`src/rtl/crc_enc_arbiter.sv`:
```
// crc_enc_arbiter
//   Round-robin scheduler sharing one serial (7,3) CRC encoder between N_REQ
//   requesters. A granted requester's 3-bit word is latched, shifted MSB first
//   into the encoder, and the 7-bit serial codeword is collected and presented
//   with the owning requester's ID.
//
// Ports
//   i_clk, i_rst      clock, synchronous active-high reset
//   i_req, i_data     per-requester level request and 3-bit data word
//   o_gnt             one-hot grant pulse (word captured on that edge)
//   o_busy            frame in progress
//   o_enc_rst_n       registered active-low encoder reset (frames each codeword)
//   o_enc_data        registered serial data bit to the encoder
//   i_enc_code        serial code bit from the encoder
//   i_enc_done        encoder done flag, expected only with the last code bit
//   o_code, o_code_id codeword (bit 6 first on the wire) and its owner
//   o_code_valid      one-cycle pulse when o_code / o_code_id update
//   o_err             one-cycle pulse on an encoder done-flag violation
module crc_enc_arbiter #(
    parameter int N_REQ = 4,
    parameter int ID_W  = 2
) (
    input  logic               i_clk,
    input  logic               i_rst,
    input  logic [N_REQ-1:0]   i_req,
    input  logic [3*N_REQ-1:0] i_data,
    output logic [N_REQ-1:0]   o_gnt,
    output logic               o_busy,
    output logic               o_enc_rst_n,
    output logic               o_enc_data,
    input  logic               i_enc_code,
    input  logic               i_enc_done,
    output logic [6:0]         o_code,
    output logic [ID_W-1:0]    o_code_id,
    output logic               o_code_valid,
    output logic               o_err
);

    typedef enum logic {IDLE = 1'b0, RUN = 1'b1} state_t;

    state_t          state;
    state_t          state_next;
    logic [2:0]      k;          // step counter; value k is the step before edge E(k+1)
    logic [2:0]      w;          // latched data word
    logic [ID_W-1:0] id;         // owner of the frame in flight
    logic [ID_W-1:0] last;       // most recent winner
    logic [5:0]      sreg;       // first six code bits; the seventh joins at E8

    logic [2:0]      words [N_REQ];
    logic [ID_W-1:0] cand;
    logic [ID_W-1:0] sel_idx;
    logic            sel_found;
    logic            in_check;
    logic            last_step;
    logic            done_bad;

    for (genvar g = 0; g < N_REQ; g++) begin : g_word
        assign words[g] = i_data[3*g +: 3];
    end

    // Search downward so the lowest offset from last+1 is the final assignment,
    // i.e. the first requester at or after last+1 wins.
    always_comb begin
        sel_found = 1'b0;
        sel_idx   = '0;
        cand      = '0;
        for (int i = N_REQ; i >= 1; i--) begin
            cand = ID_W'((int'(last) + i) % N_REQ);
            if (i_req[cand]) begin
                sel_found = 1'b1;
                sel_idx   = cand;
            end
        end
    end

    // Done must stay low for the code bits sampled at E2..E7 and be high at E8.
    always_comb begin
        o_busy    = (state != IDLE);
        in_check  = (state == RUN) && (k != 3'd0);
        last_step = (k == 3'd7);
        done_bad  = in_check && (i_enc_done != last_step);
    end

    always_ff @(posedge i_clk) begin
        if (i_rst) state <= IDLE;
        else       state <= state_next;
    end

    always_comb begin
        state_next = state;
        case (state)
            IDLE: if (sel_found) state_next = RUN;
            RUN:  if (done_bad || last_step) state_next = IDLE;
        endcase
    end

    always_ff @(posedge i_clk) begin
        if (i_rst) begin
            k            <= '0;
            w            <= '0;
            id           <= '0;
            last         <= ID_W'(N_REQ - 1);
            sreg         <= '0;
            o_gnt        <= '0;
            o_enc_rst_n  <= 1'b0;
            o_enc_data   <= 1'b0;
            o_code       <= '0;
            o_code_id    <= '0;
            o_code_valid <= 1'b0;
            o_err        <= 1'b0;
        end else begin
            o_gnt        <= '0;
            o_code_valid <= 1'b0;
            o_err        <= 1'b0;
            case (state)
                IDLE: begin
                    o_enc_rst_n <= 1'b0;
                    o_enc_data  <= 1'b0;
                    if (sel_found) begin
                        w           <= words[sel_idx];
                        o_gnt       <= N_REQ'(1) << sel_idx;
                        id          <= sel_idx;
                        last        <= sel_idx;
                        k           <= '0;
                        o_enc_rst_n <= 1'b1;
                        o_enc_data  <= words[sel_idx][2];
                    end
                end
                RUN: begin
                    k <= k + 3'd1;
                    case (k)
                        3'd0:    o_enc_data <= w[1];
                        3'd1:    o_enc_data <= w[0];
                        default: o_enc_data <= 1'b0;
                    endcase
                    if (in_check) sreg <= {sreg[4:0], i_enc_code};
                    if (done_bad) begin
                        // Abort: codeword outputs keep their previous values.
                        o_err       <= 1'b1;
                        o_enc_rst_n <= 1'b0;
                        o_enc_data  <= 1'b0;
                    end else if (last_step) begin
                        o_code       <= {sreg, i_enc_code};
                        o_code_id    <= id;
                        o_code_valid <= 1'b1;
                        o_enc_rst_n  <= 1'b0;
                    end
                end
            endcase
        end
    end

endmodule

```
`config.mk`:
```
export PLATFORM = sky130hd
export DESIGN_NAME = crc_enc_arbiter
export DESIGN_NICKNAME = d
export VERILOG_FILES = /design/src/rtl/crc_enc_arbiter.sv
export SDC_FILE = /design/constraint.sdc
export NUM_CORES = 1
export LEC_CHECK = 0
export BUFFER_PORTS_ARGS = -buffer_cell sky130_fd_sc_hd__buf_2
export CAP_MARGIN = 15
export CORE_UTILIZATION = 55
export CTS_CLUSTER_SIZE = 40
export DETAILED_ROUTE_END_ITERATION = 10
export PLACE_DENSITY = 0.87
export SYNTH_ARGS = -nofsm -noshare
export SYNTH_HDL_FRONTEND = slang
export SYNTH_SLANG_ARGS = --single-unit
export TNS_END_PERCENT = 5
```
`constraint.sdc`:
```
create_clock -name i_clk -period 5.1 [get_ports i_clk]
set_clock_uncertainty 0.2 [all_clocks]
set_input_delay 0.51 -clock i_clk [delete_from_list [all_inputs] [get_ports i_clk]]
set_output_delay 0.51 -clock i_clk [all_outputs]
set_load 0.005 [all_outputs]
```
# Yosys cells after proc, flatten, opt, wreduce, memory -nomap -nowiden
# Index checks and enable logic that the tools add are counted.
# op_classes
muxes,33
n_addsub,5
magnitude_cmp,5
reduce_logical,11
n_bitwise,4
eq_ne,5
shift,1
# ops
operator,count
1-bit 2-to-1 mux,16
"2-bit by 3-bit less-than comparator with 1-bit output, second input constant",4
3-bit 2-to-1 mux,3
1-bit binary-select mux with 2-bit select,4
2-bit 2-to-1 mux,4
1-bit one-hot mux with 2 select lines,4
3-bit binary-select mux with 2-bit select,1
3-bit one-hot mux with 2 select lines,1
3-bit OR reduction,2
"2-bit by 1-bit adder with 2-bit output, second input constant",2
"2-bit adder, second input constant",2
2-bit AND reduction,2
"1-bit by 2-bit << shifter with 4-bit output, first input constant",1
"3-bit by 1-bit adder with 3-bit output, second input constant",1
"3-bit by 1-bit equality test with 1-bit output, second input constant",1
"3-bit equality test, second input constant",1
"3-bit greater-or-equal comparator, second input constant",1
3-bit logical NOT,1
"3-bit by 1-bit != test with 1-bit output, second input constant",1
1-bit inverter,3
2-bit inverter with 3-bit output,1
3-bit AND reduction,1
3-bit nonzero test,1
1-bit logical AND,2
other kinds (4),4
# totals
inputBits,20
word_cells,77
output_inout_bits,18
register_bits,33

# Logic depth before layout (Yosys ltp)
# Gate-level depths: netlist (run 1).
# logic_depth
depth_word,13
mapped_depth,9
mapped_depth_nobuf,7

# Worst setup path before layout (run 1)
# No wires, ideal clock.
# synth_timing
path_type,reg-to-reg
start,register k[0]
end,register o_code[0]
stages_incl_launch_ff,10
required_time_ns,4.772
slack_ns,3.137
t_arrival_ns,1.636
setup_time_ns,0.128
period_less_slack_ns,1.963
n_path_buf,2
path_cell_list,dfxtp_1 > inv_1 > ha_1 > nand2b_1 > buf_2 > nand2_1 > o211ai_1 > buf_2 > mux2i_1 > nor2_1
# synth_via
elab_chain_len,5
word_cells_on_any_way,7
cone_classes,2 x eq/ne; 1 x bitwise; 4 x reduce/logical
# synth_rtl
item,line,rtl
from (decl),43,logic [2:0] k;
from (signal assigned),130,k <= k + 3'd1;
3-bit equality test / 3-bit nonzero test (equally long branches),"80, 79",
1-bit != test / 1-bit logical AND (equally long branches),"81, 79",
1-bit logical AND,81,done_bad = in_check && (i_enc_done != last_step);
1-bit inverter (no source line),-,
3-bit AND reduction (no source line) *,-,
to (signal assigned),143,"o_code <= {sreg, i_enc_code};"
to (decl),33,"output logic [6:0] o_code,"
# Mark *: on every way between the ends. The rest lies on a longest branch, timed or not.
# A chain may end at the register's enable or synchronous reset.

# Worst setup path after layout (run 1)
# layout_timing
start,register k[0]
end,register o_code[3]
# The elaborated chain is that of the path after synthesis.

==> flow_summary.toml, run 1 <==
[run_status]
status = "finished clean"

[synth]
synth-seq-area-share_pct = 46.2
syn_avg_cell_area_um2 = 9.22
synth_edf_count = 0
ys.flop_type = "dfxtp_1"
netlist_area_um2 = 1430
synth_cells = 155
synth-seq-cells = 33
synthArstFlopShare_pct = 0
yosysWarnings = 0
syn-num-nets = 179
ys_types = 35

[die]
num_io_pins = 38
dieWidth_um = 53.0
start_util_pct = 58.2
dieArea_um2 = 2810
row_count = 18
fp.dieH_um = 53.0
core_um2 = 2450

[place]
place_area_um2 = 1610
placed_cells = 215
dp_hpwl_um = 2140
place.gp.congestion = 0.778
io_buffers = 37

[drt]
first_pass_iters = 4
post_drt_wl_per_cell_um = 12.8
via_per_inst = 5.40
maxUsedRoutingLayer = "met4"
routed_wl_um = 2850
vias = 1205
ant_nets = 0
drt_iter0_markers = 25
dr_wl_met3_um = 201
wl_met1_um = 1110
dr_wl_met2_um = 1470
drcViolationCount = 0

[timing]
slew_viol_final = 0
slew_headroom_pct = 25.2
finalSetupViolations = 0
final.setup.tns_ns = 0
hold_viol_final = 0
timing.fmax_ghz = 0.358
layout_min_cycle_time_ns = 2.79
fin_crit_sh_pct = 54.7
worst-slew-pin-transition_ns = 1.12
rsz0062_at_grt = "false"

[finish]
syn2layout_area_growth_pct = 16.5
finalInstanceArea_um2 = 1660
drive_above_1_share_pct = 27.5
fin_nets = 216
diodes = 0
stdcell_count = 223

[clocking]
path_clk_slew_ns = 0.10
cts-resized-gates = 0
postCtsSetupBuffers = 0
insertion_delay_ns = 0.33
cts-buffers-inserted = 5
cts_root_buf = "clkbuf_4"
ctsHoldBuffers = 0
cts_buffer_depth = 2
cts_tree = "done"
cts_num_sinks = 33
ctsHtreeMaxLevel = 2

[worst_setup_path]
setup.worst_path.start_class = "register"
cp_cell_sequence = "inv_1 -> ha_1 -> nand2b_1 -> nand2_1 -> o211ai_1 -> mux2i_1 -> nor2_1"
critPathMaxStageDelay_ns = 0.96
crit_arrival_ns = 2.81
cp_top_family = "compound AO/OA/AOI/OAI gates"
cp.required_ns = 5.12
setup.worst_path.class = "register to register"
critPathCaptureType = "register"
cp_num_buf_inv = 1
worstPathMaxFanout = 9
cpMaxStageDelayCell = "o211ai_1"

[power]
ir_worst_vdd_v = 0.000299
power_leakage_nw = 0.807
p_per_area_nw_per_um2 = 317

[global_route]
grt_pass1_vias = 1093
grt_max_degree = 28
grt_overflow = 0
grt_pass1_wl_um = 4510
grt_use_total_pct = 23.2
antenna_found_initial = 0

[hold_path]
min_path_type = "primary input to register"

[flow_run]
maxCapViolCount = 0
-- through the flow --
stage,util [%],power [mW],setup slack (ns),hold slack (ns)
finish,67.8,0.527,2.31,0.234
global route,67.8,0.555,2.09,0.243
CTS,67.8,0.530,2.32,0.233
detailed placement,65.7,0.396,2.34,0.263
global placement,65.7,0.390,2.56,0.252
floorplan,-,0.367,3.14,0.236
-- path summary, 6_finish.rpt --
check	slack (ns)	cells after the start	start	endpoint
max reg2reg	2.31	7	k[0]$_SDFFE_PP0P_	o_code[3]$_SDFFE_PP0P_
min reg2reg	0.27	2	o_enc_rst_n$_SDFFE_PP0P_	o_enc_rst_n$_SDFFE_PP0P_
min	0.23	3	i_enc_code	sreg[0]$_SDFFE_PP0P_
max	2.31	7	k[0]$_SDFFE_PP0P_	o_code[3]$_SDFFE_PP0P_
-- layout by cell type (no fill, tap or decap), types with 3 or more instances in the layout --
master / synthesis / routed
a21oi_1: 11 / 11
buf_2: 2 / 37
clkbuf_4: 0 / 5
dfxtp_1: 33 / 33
ha_1: 4 / 4
inv_1: 7 / 7
mux2i_1: 15 / 15
nand2_1: 15 / 15
nand2b_1: 3 / 3
nand3_1: 7 / 7
nand3b_1: 4 / 4
nor2_1: 24 / 24
-- cell type report --
class	instances	area, um^2
clock buffer	6	41.3
clock inverter	2	10.0
fill	213	791
inverter	7	26.3
multi-input combinational	108	703
sequential	33	661
tap	30	37.5
timing repair buffer	37	185
-- cells in the mapped netlist (2+ instances only) --
cell | instances | area (um^2)
nand3_1 | 7 | 35.0
nand2b_1 | 3 | 18.8
mux2i_1 | 15 | 150
clkbuf_1 | 4 | 15.0
nand2_1 | 15 | 56.3
mux2_2 | 2 | 22.5
inv_1 | 7 | 26.3
nor2_1 | 24 | 90.1
dfxtp_1 | 33 | 661
buf_2 | 2 | 10.0
nor3_1 | 2 | 10.0
a21oi_1 | 11 | 55.1
ha_1 | 4 | 50.1
or2_2 | 2 | 12.5
nand3b_1 | 4 | 30.0
-- per-layer routing --
metal  track usage, %  vias up
li1                 -      597
met5                0        -
met4             12.7        0
met2             41.4       45
met3             7.76        8
met1             23.6      555
-- worst reg2reg max path: cells and delay by family (launching register included) --
family | cells | cell delay, ns
compound gates | 1 | 0.96
simple gates | 3 | 0.54
mux | 1 | 0.30
flops | 1 | 0.40
buf+inv | 1 | 0.08
fa+ha+maj | 1 | 0.21
-- flip-flops by register name (all words and copies together), names as in the netlist --
name	cells
o_code	7
last	2
o_enc_data	1
o_enc_rst_n	1
o_code_id	2
id	2
k	3
o_err	1
sreg	6
o_code_valid	1
o_busy	1
w	2
o_gnt	4
-- cells by family (layout without fill, tap and decap cells) --
family          Yosys count  count (layout)  share of synthesized area [%]
simple gates             63              63                           21.4
flops                    33              33                           46.2
compound gates           23              23                           11.6
mux                      17              17                           12.1
buf+inv                  14              52                           4.55
fa+ha+maj                 4               4                           3.50
xor+xnor                  1               1                          0.613
-- power breakdown --
group / switching (mW) / leakage (nW) / internal (mW) / total (mW)
sequential: 0.0174 / 0.269 / 0.275 / 0.293
combinational: 0.0522 / 0.506 / 0.0450 / 0.0972
clock: 0.0846 / 0.0320 / 0.0524 / 0.137
total: 0.154 / 0.807 / 0.373 / 0.527
Power figures use the tool's default switching activity.
==> run 2, diff against run 1 <==
Settings changed: ABC_AREA from default to 1, CORE_UTILIZATION 55 to 53, PLACE_DENSITY 0.87 to 0.83.
Clock period 5.1 ns to 2.6 ns, I/O delays scaled along.
==> flow_summary.toml, run 2 <==
[timing]
timing.fmax_ghz = 0.479
finalSetupViolations = 0
slew_headroom_pct = 70.9
worst-slew-pin-transition_ns = 0.436
fin_crit_sh_pct = 80.3
layout_setup_ws_ns = 0.512
hold_viol_final = 0
rsz0062_at_grt = "false"
whs_ns = 0.00152
final.setup.tns_ns = 0
slew_viol_final = 0
layout_min_cycle_time_ns = 2.09

[synth]
synth_edf_count = 0
synth-seq-cells = 33
ys.flop_type = "dfxtp_1"
netlist_top_cells_area = "dfxtp_1, nand2_1, nand3_1, inv_1, nor2_1"
ys_types = 28
syn_avg_cell_area_um2 = 7.17
synth_cells = 232
synth-seq-area-share_pct = 39.7
synth_most_common_cell = "nand2_1"
yosysTopAreaCell = "dfxtp_1"
yosysWarnings = 0
synth_common_cells = "nand2_1, dfxtp_1, nand3_1"
syn-num-nets = 256
netlist_area_um2 = 1660
synthArstFlopShare_pct = 0
yosysTopAreaCellShare_pct = 39.7

[worst_setup_path]
crit_arrival_ns = 2.15
setup.worst_path.start_class = "register"
cp_top_family = "simple AND/OR/NAND/NOR gates"
cpMaxStageDelayCell = "dfxtp_1"
reg2reg_from = "k[0]$_SDFFE_PP0P_"
worstPathMaxFanout = 10
r2r_slack_ns = 0.51
cp_num_buf_inv = 1
cp_cell_sequence = "ha_1 -> ha_1 -> inv_1 -> or2_2 -> a21oi_2 -> nor2_4 -> nand2_2 -> nand2_1 -> a21oi_1"
critPathCaptureType = "register"
cp.depth = 9
cp.required_ns = 2.66
r2r_cells = 9
crit_path_frequent_cell = "ha_1"
rr_endpoint = "o_code_id[0]$_SDFFE_PP0P_"
critPathMaxStageDelay_ns = 0.39
setup.worst_path.class = "register to register"

[power]
clkPwrFrac_pct = 18.6
seqPwrFrac_pct = 33.2
p_per_area_nw_per_um2 = 1100
p_sw_share_pct = 43.4
total_power_mw = 2.16
comb_power_share_pct = 48.2
power_leakage_nw = 1.02
p_sw_mw = 0.937
p_int_mw = 1.22
ir_worst_vdd_v = 0.000777

[die]
row_count = 19
dieWidth_um = 58.0
num_io_pins = 38
core_um2 = 2850
fp.dieH_um = 58.0
start_util_pct = 58.3
dieArea_um2 = 3370

[run_status]
status = "finished, violations left"
violations = "DRC"

[finish]
final_common_cell = "nand2_1"
post-route-util_pct = 68.8
drive_above_1_share_pct = 28.4
fill_cells = 243
fin_nets = 298
largest_reg_flops = 7
reg.largest.list = "o_code x7, sreg x6, o_gnt x4"
diodes = 0
layout_common_cells = "nand2_1, buf_2, dfxtp_1"
top_register = "o_code"
syn2layout_area_growth_pct = 18.1

[global_route]
grt_max_degree = 21
antenna_found_initial = 0
grt_overflow = 0
grt_pass1_vias = 1396
grt_use_total_pct = 22.4
grt_pass1_wl_um = 5790

[place]
place.gp.congestion = 0.896
io_buffers = 37
dp_hpwl_um = 2540
place_ws_ns = 0.541

[clocking]
cts-resized-gates = 0
cts_root_buf = "clkbuf_4"
cts_tree = "done"
cts_num_sinks = 33
path_clk_slew_ns = 0.10
ctsHoldBuffers = 0
insertion_delay_ns = 0.34
cts-buffers-inserted = 5
cts_buffer_depth = 2
ctsHtreeMaxLevel = 2
postCtsSetupBuffers = 0

[drt]
routed_wl_um = 3260
via_per_inst = 5.07
first_pass_iters = 7
ant_nets = 0
drt_iter0_markers = 83
vias = 1552
post_drt_wl_per_cell_um = 10.7
drcViolationCount = 4

[hold_path]
min_path_type = "primary input to register"
whs_path_depth = 3
hold_path_end = "o_code[0]$_SDFFE_PP0P_"
hold_path_startpoint = "i_enc_code"

[flow_run]
maxCapViolCount = 0
-- run 2: changes by cell type in the layout (fill, tap and decap cells not counted), sizes merged, moves of 3 or more --
cell    before  now
nand2       15   74
inv          7   31
nand3        7   31
mux2i       15    0
o21ai        3    8
a21oi       12   16
nand3b       4    0
nand2b       3    0
-- run 2: worst reg2reg max path: stages, from the launching register on --
cell and delay [ns]:
dfxtp_1 0.39, ha_1 0.17, ha_1 0.16, inv_1 0.07, or2_2 0.29, a21oi_2 0.23
nor2_4 0.10, nand2_2 0.18, nand2_1 0.09, a21oi_1 0.14
-- run 2: power groups by stage --
stage	sequential, mW	clock (mW)	combinational, mW
finish	0.718	0.401	1.04
global route	0.734	0.430	1.18
CTS	0.715	0.405	1.05
detailed placement	0.727	0	1.04
global placement	0.727	0	1.03
floorplan	0.697	0	0.865
-- run 2: layout make-up --
class | count | area, um^2 | area share (%)
timing repair buffer | 39 | 200 | 10.2
inverter | 32 | 125 | 6.37
clock inverter | 1 | 30.0 | 1.53
tap | 31 | 38.8 | 1.98
multi-input combinational | 163 | 853 | 43.5
sequential | 33 | 661 | 33.7
clock buffer | 7 | 55.1 | 2.80
-- run 2: routing by layer --
metal  up-vias  global-route usage [%]  part of all wire [%]
met3         2                    7.37                   6.3
met2        48                    34.3                    45
li1        819                       -                     -
met4         0                    6.46                  0.37
met1       683                    30.1                    49
met5         -                       0                     0
-- run 2: worst max-delay path by stage --
stage / startpoint / endpoint
after floorplan: k[0]$_SDFFE_PP0P_ / o_code[0]$_SDFFE_PP0P_
after global placement: k[0]$_SDFFE_PP0P_ / o_code[0]$_SDFFE_PP0P_
after detailed placement: k[0]$_SDFFE_PP0P_ / o_code_id[0]$_SDFFE_PP0P_
after CTS: k[0]$_SDFFE_PP0P_ / o_code_id[0]$_SDFFE_PP0P_
after global routing: k[0]$_SDFFE_PP0P_ / o_code[0]$_SDFFE_PP0P_
final: k[0]$_SDFFE_PP0P_ / o_code_id[0]$_SDFFE_PP0P_
-- run 2: logic make-up after synthesis --
| group | share of synthesized area [%] |
|---|---|
| simple gates | 40.2 |
| flops | 39.7 |
| fa+ha+maj | 3.01 |
| buf+inv | 8.95 |
| compound gates | 8.13 |
-- run 2: stage by stage --
| step | instance area, um^2 | instances |
|---|---|---|
| after floorplan | 1660 | 232 |
| after global placement | 1880 | 298 |
| after detailed placement | 1880 | 298 |
| after CTS | 1960 | 306 |
| after global routing | 1960 | 306 |
| final | 1960 | 306 |
